===== config.mk =====
export PLATFORM = sky130hd
export DESIGN_NAME = sipo_frame_ctrl
export DESIGN_NICKNAME = d
export VERILOG_FILES = /design/src/rtl/sipo_frame_ctrl.sv
export SDC_FILE = /design/constraint.sdc
export NUM_CORES = 1
export LEC_CHECK = 0
export BUFFER_PORTS_ARGS = -buffer_cell sky130_fd_sc_hd__buf_2
export CORE_MARGIN = 4
export CORE_UTILIZATION = 56
export DETAILED_ROUTE_END_ITERATION = 8
export PLACE_DENSITY = 0.85
export SLEW_MARGIN = 20
export SYNTH_ARGS = -nofsm -noshare
export SYNTH_HDL_FRONTEND = slang
export SYNTH_SLANG_ARGS = --single-unit

===== constraint.sdc =====
create_clock -name i_clk -period 4.35 [get_ports i_clk]
set_clock_uncertainty 0.2 [all_clocks]
set_input_delay 0.87 -clock i_clk [delete_from_list [all_inputs] [get_ports i_clk]]
set_output_delay 0.87 -clock i_clk [all_outputs]
set_load 0.05 [all_outputs]

===== src/rtl/sipo_frame_ctrl.sv =====
// Frame sequencer for the SIPO symbol serializer: takes words over valid/ready,
// holds start per word, checks the symbol count, guards each word with a watchdog.
module sipo_frame_ctrl #(
  parameter int SIZE_DATA_IN  = 16,
  parameter int SIZE_DATA_OUT = 2,
  parameter int FRAME_WORDS   = 64,
  parameter int TIMEOUT       = 64
) (
  input  logic                             i_clk,
  input  logic                             i_rst,
  input  logic                             i_frame_start,
  input  logic                             i_abort,
  input  logic                             i_word_valid,
  input  logic [SIZE_DATA_IN-1:0]          i_word_data,
  output logic                             o_word_ready,
  output logic                             o_sipo_start,
  output logic [SIZE_DATA_IN-1:0]          o_sipo_data,
  input  logic                             i_sipo_valid,
  input  logic                             i_sipo_done,
  output logic                             o_busy,
  output logic [$clog2(FRAME_WORDS+1)-1:0] o_word_cnt,
  output logic                             o_frame_done,
  output logic                             o_err_timeout,
  output logic                             o_err_count,
  input  logic                             i_clr_err
);

  localparam int SYMS  = SIZE_DATA_IN / SIZE_DATA_OUT;
  localparam int CNT_W = $clog2(FRAME_WORDS + 1);
  localparam int SYM_W = $clog2(SYMS + 2);
  localparam int WD_W  = $clog2(TIMEOUT + 1);

  typedef enum logic [1:0] {S_IDLE, S_WAIT, S_RUN, S_GAP} state_t;

  state_t                  state, state_nxt;
  logic [SIZE_DATA_IN-1:0] data_q;
  logic [CNT_W-1:0]        word_cnt;
  logic [SYM_W-1:0]        sym_cnt;
  logic [WD_W-1:0]         wd_cnt;
  logic [SYM_W:0]          sym_total;
  logic                    err_timeout, err_count;
  logic                    accept, word_done, wd_expire, frame_begin, count_bad;

  // NOTE: sequential state uses non-blocking assignments so every register samples pre-edge values.
  always_ff @(posedge i_clk or posedge i_rst) begin
    if (i_rst) state <= S_IDLE;
    else       state <= state_nxt;
  end

  // NOTE: every always_comb output gets a default first, otherwise a missed branch infers a latch.
  always_comb begin
    state_nxt   = state;
    accept      = 1'b0;
    word_done   = 1'b0;
    wd_expire   = 1'b0;
    frame_begin = 1'b0;
    case (state)
      S_IDLE: if (i_frame_start) begin
        frame_begin = 1'b1;
        state_nxt   = S_WAIT;
      end
      S_WAIT: if (i_word_valid) begin
        accept    = 1'b1;
        state_nxt = S_RUN;
      end
      S_RUN: begin
        if (i_sipo_done) begin
          word_done = 1'b1;
          state_nxt = S_GAP;
        end else if (wd_cnt == WD_W'(TIMEOUT - 1)) begin
          wd_expire = 1'b1;
          state_nxt = S_IDLE;
        end
      end
      S_GAP:   state_nxt = (word_cnt == CNT_W'(FRAME_WORDS)) ? S_IDLE : S_WAIT;
      default: state_nxt = S_IDLE;
    endcase
    // Abort outranks every other event in the same cycle.
    if (i_abort) begin
      state_nxt   = S_IDLE;
      accept      = 1'b0;
      word_done   = 1'b0;
      wd_expire   = 1'b0;
      frame_begin = 1'b0;
    end
  end

  assign sym_total = {1'b0, sym_cnt} + (SYM_W + 1)'(i_sipo_valid);
  assign count_bad = (sym_total != (SYM_W + 1)'(SYMS));

  // NOTE: the word register is reset too, so the SIPO data bus reads 0 out of reset.
  always_ff @(posedge i_clk or posedge i_rst) begin
    if (i_rst) begin
      data_q      <= '0;
      word_cnt    <= '0;
      sym_cnt     <= '0;
      wd_cnt      <= '0;
      err_timeout <= 1'b0;
      err_count   <= 1'b0;
    end else begin
      if (accept) begin
        data_q  <= i_word_data;
        sym_cnt <= '0;
        wd_cnt  <= '0;
      end else if (state == S_RUN) begin
        if (i_sipo_valid && sym_cnt != SYM_W'(SYMS + 1)) sym_cnt <= sym_cnt + SYM_W'(1);
        if (wd_cnt != WD_W'(TIMEOUT))                     wd_cnt  <= wd_cnt + WD_W'(1);
      end

      if (frame_begin)    word_cnt <= '0;
      else if (word_done) word_cnt <= word_cnt + CNT_W'(1);

      // Setting an error wins over a same-cycle clear.
      err_timeout <= wd_expire | (err_timeout & ~i_clr_err);
      err_count   <= (word_done & count_bad) | (err_count & ~i_clr_err);
    end
  end

  assign o_word_ready  = (state == S_WAIT);
  assign o_sipo_start  = (state == S_RUN);
  assign o_sipo_data   = data_q;
  assign o_busy        = (state != S_IDLE);
  assign o_word_cnt    = word_cnt;
  assign o_frame_done  = (state == S_GAP) && (word_cnt == CNT_W'(FRAME_WORDS));
  assign o_err_timeout = err_timeout;
  assign o_err_count   = err_count;

endmodule


==> After elaboration in Yosys (flattened, before gate mapping) <==
Index checks and enable logic that the tools add are counted.
{ "op_classes": {"add_sub_neg": 4, "n_eq_ne": 11, "muxes": 28, "bitwise_logic": 6, "n_reduce_logical": 11} }
{ "ops": {"columns": ["op", "count"], "rows": [
  ["$mux 7", 5],
  ["$add 7x1->7 const B", 2],
  ["$mux 1", 14],
  ["$mux 4", 3],
  ["$mux 2", 5],
  ["$reduce_bool 2->1", 5],
  ["$pmux 2 s4", 1],
  ["$eq 7x6->1 const B", 1],
  ["$eq 7x7->1 const B", 1],
  ["$ne 7x7->1 const B", 1],
  ["$ne 3x3->1 const B", 2],
  ["$add 4x1->5", 1],
  ["$ne 5x4->1 const B", 1],
  ["$add 4x1->4 const B", 1],
  ["$eq 2x2->1 const B", 2],
  ["$ne 4x2->1 const B", 1],
  ["$ne 4x4->1 const B", 1],
  ["$reduce_and 2->1", 2],
  ["$and 1x1->1", 3],
  ["$reduce_and 3->1", 1],
  ["$eq 2x1->1 const B", 1],
  ["$logic_and 1x1->1", 2],
  ["$logic_not 2->1", 1],
  ["$or 1x1->1", 2],
  ["$not 1->1", 1]
]} }
{ "totals": {"reg_bits": 38, "in_bits": 24, "out_inout_bits": 29, "wordCells": 67} }

==> Depth between registers and ports, before layout <==
{ "depth": {"ltp_word": 6, "depth_mapped": 5, "mapped_depth_nobuf": 5} }

==> Worst setup path after synthesis <==
Ideal clock, no wire load.
{ "synth_timing": {"path_kind": "register -> output", "from": "reg word_cnt[2], in the netlist o_word_cnt[2]", "to": "out o_frame_done", "arrival_ps": 1745, "required_time_ps": 3280, "setup_slack_ps": 1535, "stages_incl_launch_ff": 4, "n_path_buf": 0, "path_cell_list": "dfrtp_1 nor4_1 nand3_1 nor2_1"} }
{ "synth_via": {"elab_chain_cells": 2} }
{ "synth_rtl": {"columns": ["item", "line_no", "text"], "rows": [
  ["start: declaration", "37", "logic [CNT_W-1:0] word_cnt;"],
  ["start signal: assignment", "111", "else if (word_done) word_cnt <= word_cnt + CNT_W'(1);"],
  ["$eq 7x7->1", "124", "assign o_frame_done = (state == S_GAP) && (word_cnt == CNT_W'(FRAME_WORDS));"],
  ["$logic_and 1x1->1", "124", null],
  ["end: declaration", "22", "output logic o_frame_done,"]
]} }
Every way passes these cells.

==> Worst setup path after layout <==
Same ends and word-level chain as after synthesis.

==> results.py <==
metrics = {
    "status": {
        "status": "finished, final reports clean",
    },
    "clock_tree": {
        "root_buffer": "clkbuf_4",
        "ctsHoldBuffers": 0,
        "tritoncts": "built",
        "clock_latency_ns": 0.35,
        "cts_buffer_depth": 2,
        "post_cts_buffers": 0,
        "cts_made_buffers": 5,
        "clkTransAtPathRegs_ns": 0.12,
        "htree_num_levels": 2,
        "post_cts_resized": 0,
        "clock-sinks": 38,
    },
    "drt": {
        "drt_wl_total_um": 4102,
        "postRouteAntennaNets": 0,
        "num_vias": 1601,
        "route.detailed.wl_per_inst_um": 13.45,
        "viasPerCell": 5.249,
        "drcViolationCount": 0,
        "dr.first_iter.drc_count": 118,
        "dr.pass1.iters": 4,
    },
    "critical_path": {
        "critical_path.max_fanout": 7,
        "critPathLaunchType": "register",
        "reg2reg_slack_ns": 2.11,
        "cp_num_buf_inv": 1,
        "endpoint_kind": "output port",
        "required_ns": 3.28,
        "cpPeakStageDelay_ns": 0.46,
        "critical-path-top-delay-family": "simple AND/OR/NAND/NOR gates",
        "worstPathArrival_ns": 1.69,
        "crit_chain": "nor4_1 -> nand3_1 -> nor2_1 -> buf_2",
        "slowest_stage": "dfrtp_1",
        "critPathKind": "register to output port",
    },
    "timing": {
        "max_freq_mhz": 362.9,
        "drv_slew": 0,
        "min_period_ns": 2.755,
        "totalNegativeSetupSlack_ns": 0,
        "period_share_pct": 63.34,
        "rsz0062_at_grt": "no",
        "slew_headroom_pct": 35.76,
        "worst_slack_ns": 1.595,
        "setup-violations-final": 0,
        "tightestPinTransition_ns": 0.9581,
        "finalHoldViolations": 0,
    },
    "finish": {
        "drive_above_1_share_pct": 25.87,
        "final_common_cell": "nand2_1",
        "mostFrequentLayoutCells": "nand2_1 (61), buf_2 (52), dfrtp_1 (38)",
        "final_util_pct": 69.44,
        "finalNetCount": 290,
        "syn2layout_area_growth_pct": 19.64,
        "diodes": 0,
    },
    "logic_synthesis": {
        "ys_seq_area_share_pct": 49.10,
        "syn-instance-count": 204,
        "syn_area_um2": 1937,
        "synth_flop_cell": "dfrtp_1",
        "ys_ff_latch": 38,
        "synth_enable_flop_cells": 0,
        "ys_warn_count": 0,
        "synth_nets": 236,
        "async_reset_ff_share_pct": 100.0,
        "avgSynthCellArea_um2": 9.494,
        "synth_cell_type_count": 43,
    },
    "global_route": {
        "grt_max_degree": 24,
        "antenna_found_initial": 0,
        "grt_pass1_wl_um": 6893,
        "grt-ovfl-total": 0,
        "grt_pass1_vias": 1617,
        "track_usage_pct": 20.27,
    },
    "floorplanning": {
        "io_pins": 53,
        "rows": 21,
        "die_h_um": 66.81,
        "die_area_um2": 4464,
        "die_x_um": 66.81,
        "core_area_um2": 3337,
        "start_util_pct": 58.04,
    },
    "placed_design": {
        "pre_cts_slack_ns": 1.682,
        "io_buffers": 52,
        "hpwl_um": 2992,
        "gp_congestion": 0.7955,
    },
    "power": {
        "powerDensity_nw_per_um2": 511.8,
        "peakVddDrop_v": 0.0003061,
        "p_leak_nw": 1.217,
    },
    "job": {
        "drv_cap": 0,
    },
    "min_path": {
        "hp-class": "register to register",
    },
}
## area by class of cell
class                           instances  area [µm²]
Clock buffer                            5       37.54
Fill cell                             276        1020
Inverter                               13       48.80
Tap cell                               46       57.56
Timing Repair Buffer                   53       267.8
Sequential cell                        38       950.9
Multi-Input combinational cell        147       909.6
Clock inverter                          3       45.04
## worst register-to-register path, stage by stage (launching register included)
cell	delay, ns
dfrtp_1	0.57
nand4bb_1	0.92
o211ai_1	0.34
o31ai_1	0.11
## synthesized netlist by cell type, drive strengths merged, types with 2 or more instances
library cell | instances | area (µm²)
nand3b | 2 | 15.01
and4bb | 2 | 25.02
or3 | 4 | 25.02
nor4 | 2 | 12.51
or4 | 2 | 15.01
o31ai | 3 | 22.52
nand3 | 8 | 40.04
o21ai | 6 | 30.03
mux2i | 9 | 90.09
nand4 | 2 | 12.51
a31o | 2 | 17.52
ha | 8 | 100.1
nor2 | 4 | 15.01
a21oi | 6 | 30.03
dfrtp | 38 | 950.9
nand2b | 6 | 37.54
nand2 | 61 | 229.0
nand4bb | 2 | 38.79
nor4b | 2 | 23.77
clkbuf | 4 | 15.01
inv | 13 | 48.80
buf | 2 | 12.51
## per-stage QoR
step | area (µm²) | instances | power [mW] | hold WS [ns]
finish | 2317 | 305 | 1.186 | 0.2812
global route | 2317 | 305 | 1.258 | 0.3240
CTS | 2317 | 305 | 1.191 | 0.2875
detailed placement | 2235 | 297 | 0.9501 | 0.2573
global placement | 2235 | 297 | 0.9348 | 0.2540
floorplan | 1937 | 204 | 0.8372 | 0.2665
## flip-flops by register name, summed over array words and instances, names as in the netlist
register       flops
o_err_timeout      1
sym_cnt            4
state              2
o_err_count        1
wd_cnt             7
o_word_cnt         7
o_sipo_data       16
## cell families after synthesis
kind of cell | count (synthesis) | synth area share, %
buf+inv | 19 | 3.940
simple gates | 106 | 28.94
compound gates | 23 | 7.624
flops | 38 | 49.10
mux | 10 | 5.233
fa+ha+maj | 8 | 5.168
## where the power goes
part | switching [mW] | internal [mW]
Clock | 0.124 | 0.121
Sequential | 0.0716 | 0.434
Combinational | 0.316 | 0.120
Total | 0.511 | 0.675
## metal layers
metal  global-route usage, %  part of all wire (%)  vias up
li1                        -                     -      808
met1                   25.87                    44      751
met2                   33.42                    50       34
met3                   4.047                   4.4        8
met4                   8.376                   1.6        0
met5                       0                     0        -
## final timing paths
| check | to | startpoint | cells past startpoint |
|---|---|---|---|
| worst min register to register | o_sipo_data[1] | o_sipo_data[1] | 2 |
| worst min-delay path | o_sipo_data[1] | o_sipo_data[1] | 2 |
| worst max-delay path | o_frame_done | o_word_cnt[2] | 4 |
| worst max register to register | wd_cnt[5] | state[1] | 3 |
| min in group asynchronous | o_sipo_data[4] | i_rst | 2 |
| max in group asynchronous | wd_cnt[1] | i_rst | 3 |
Power figures use the tool's default switching activity.
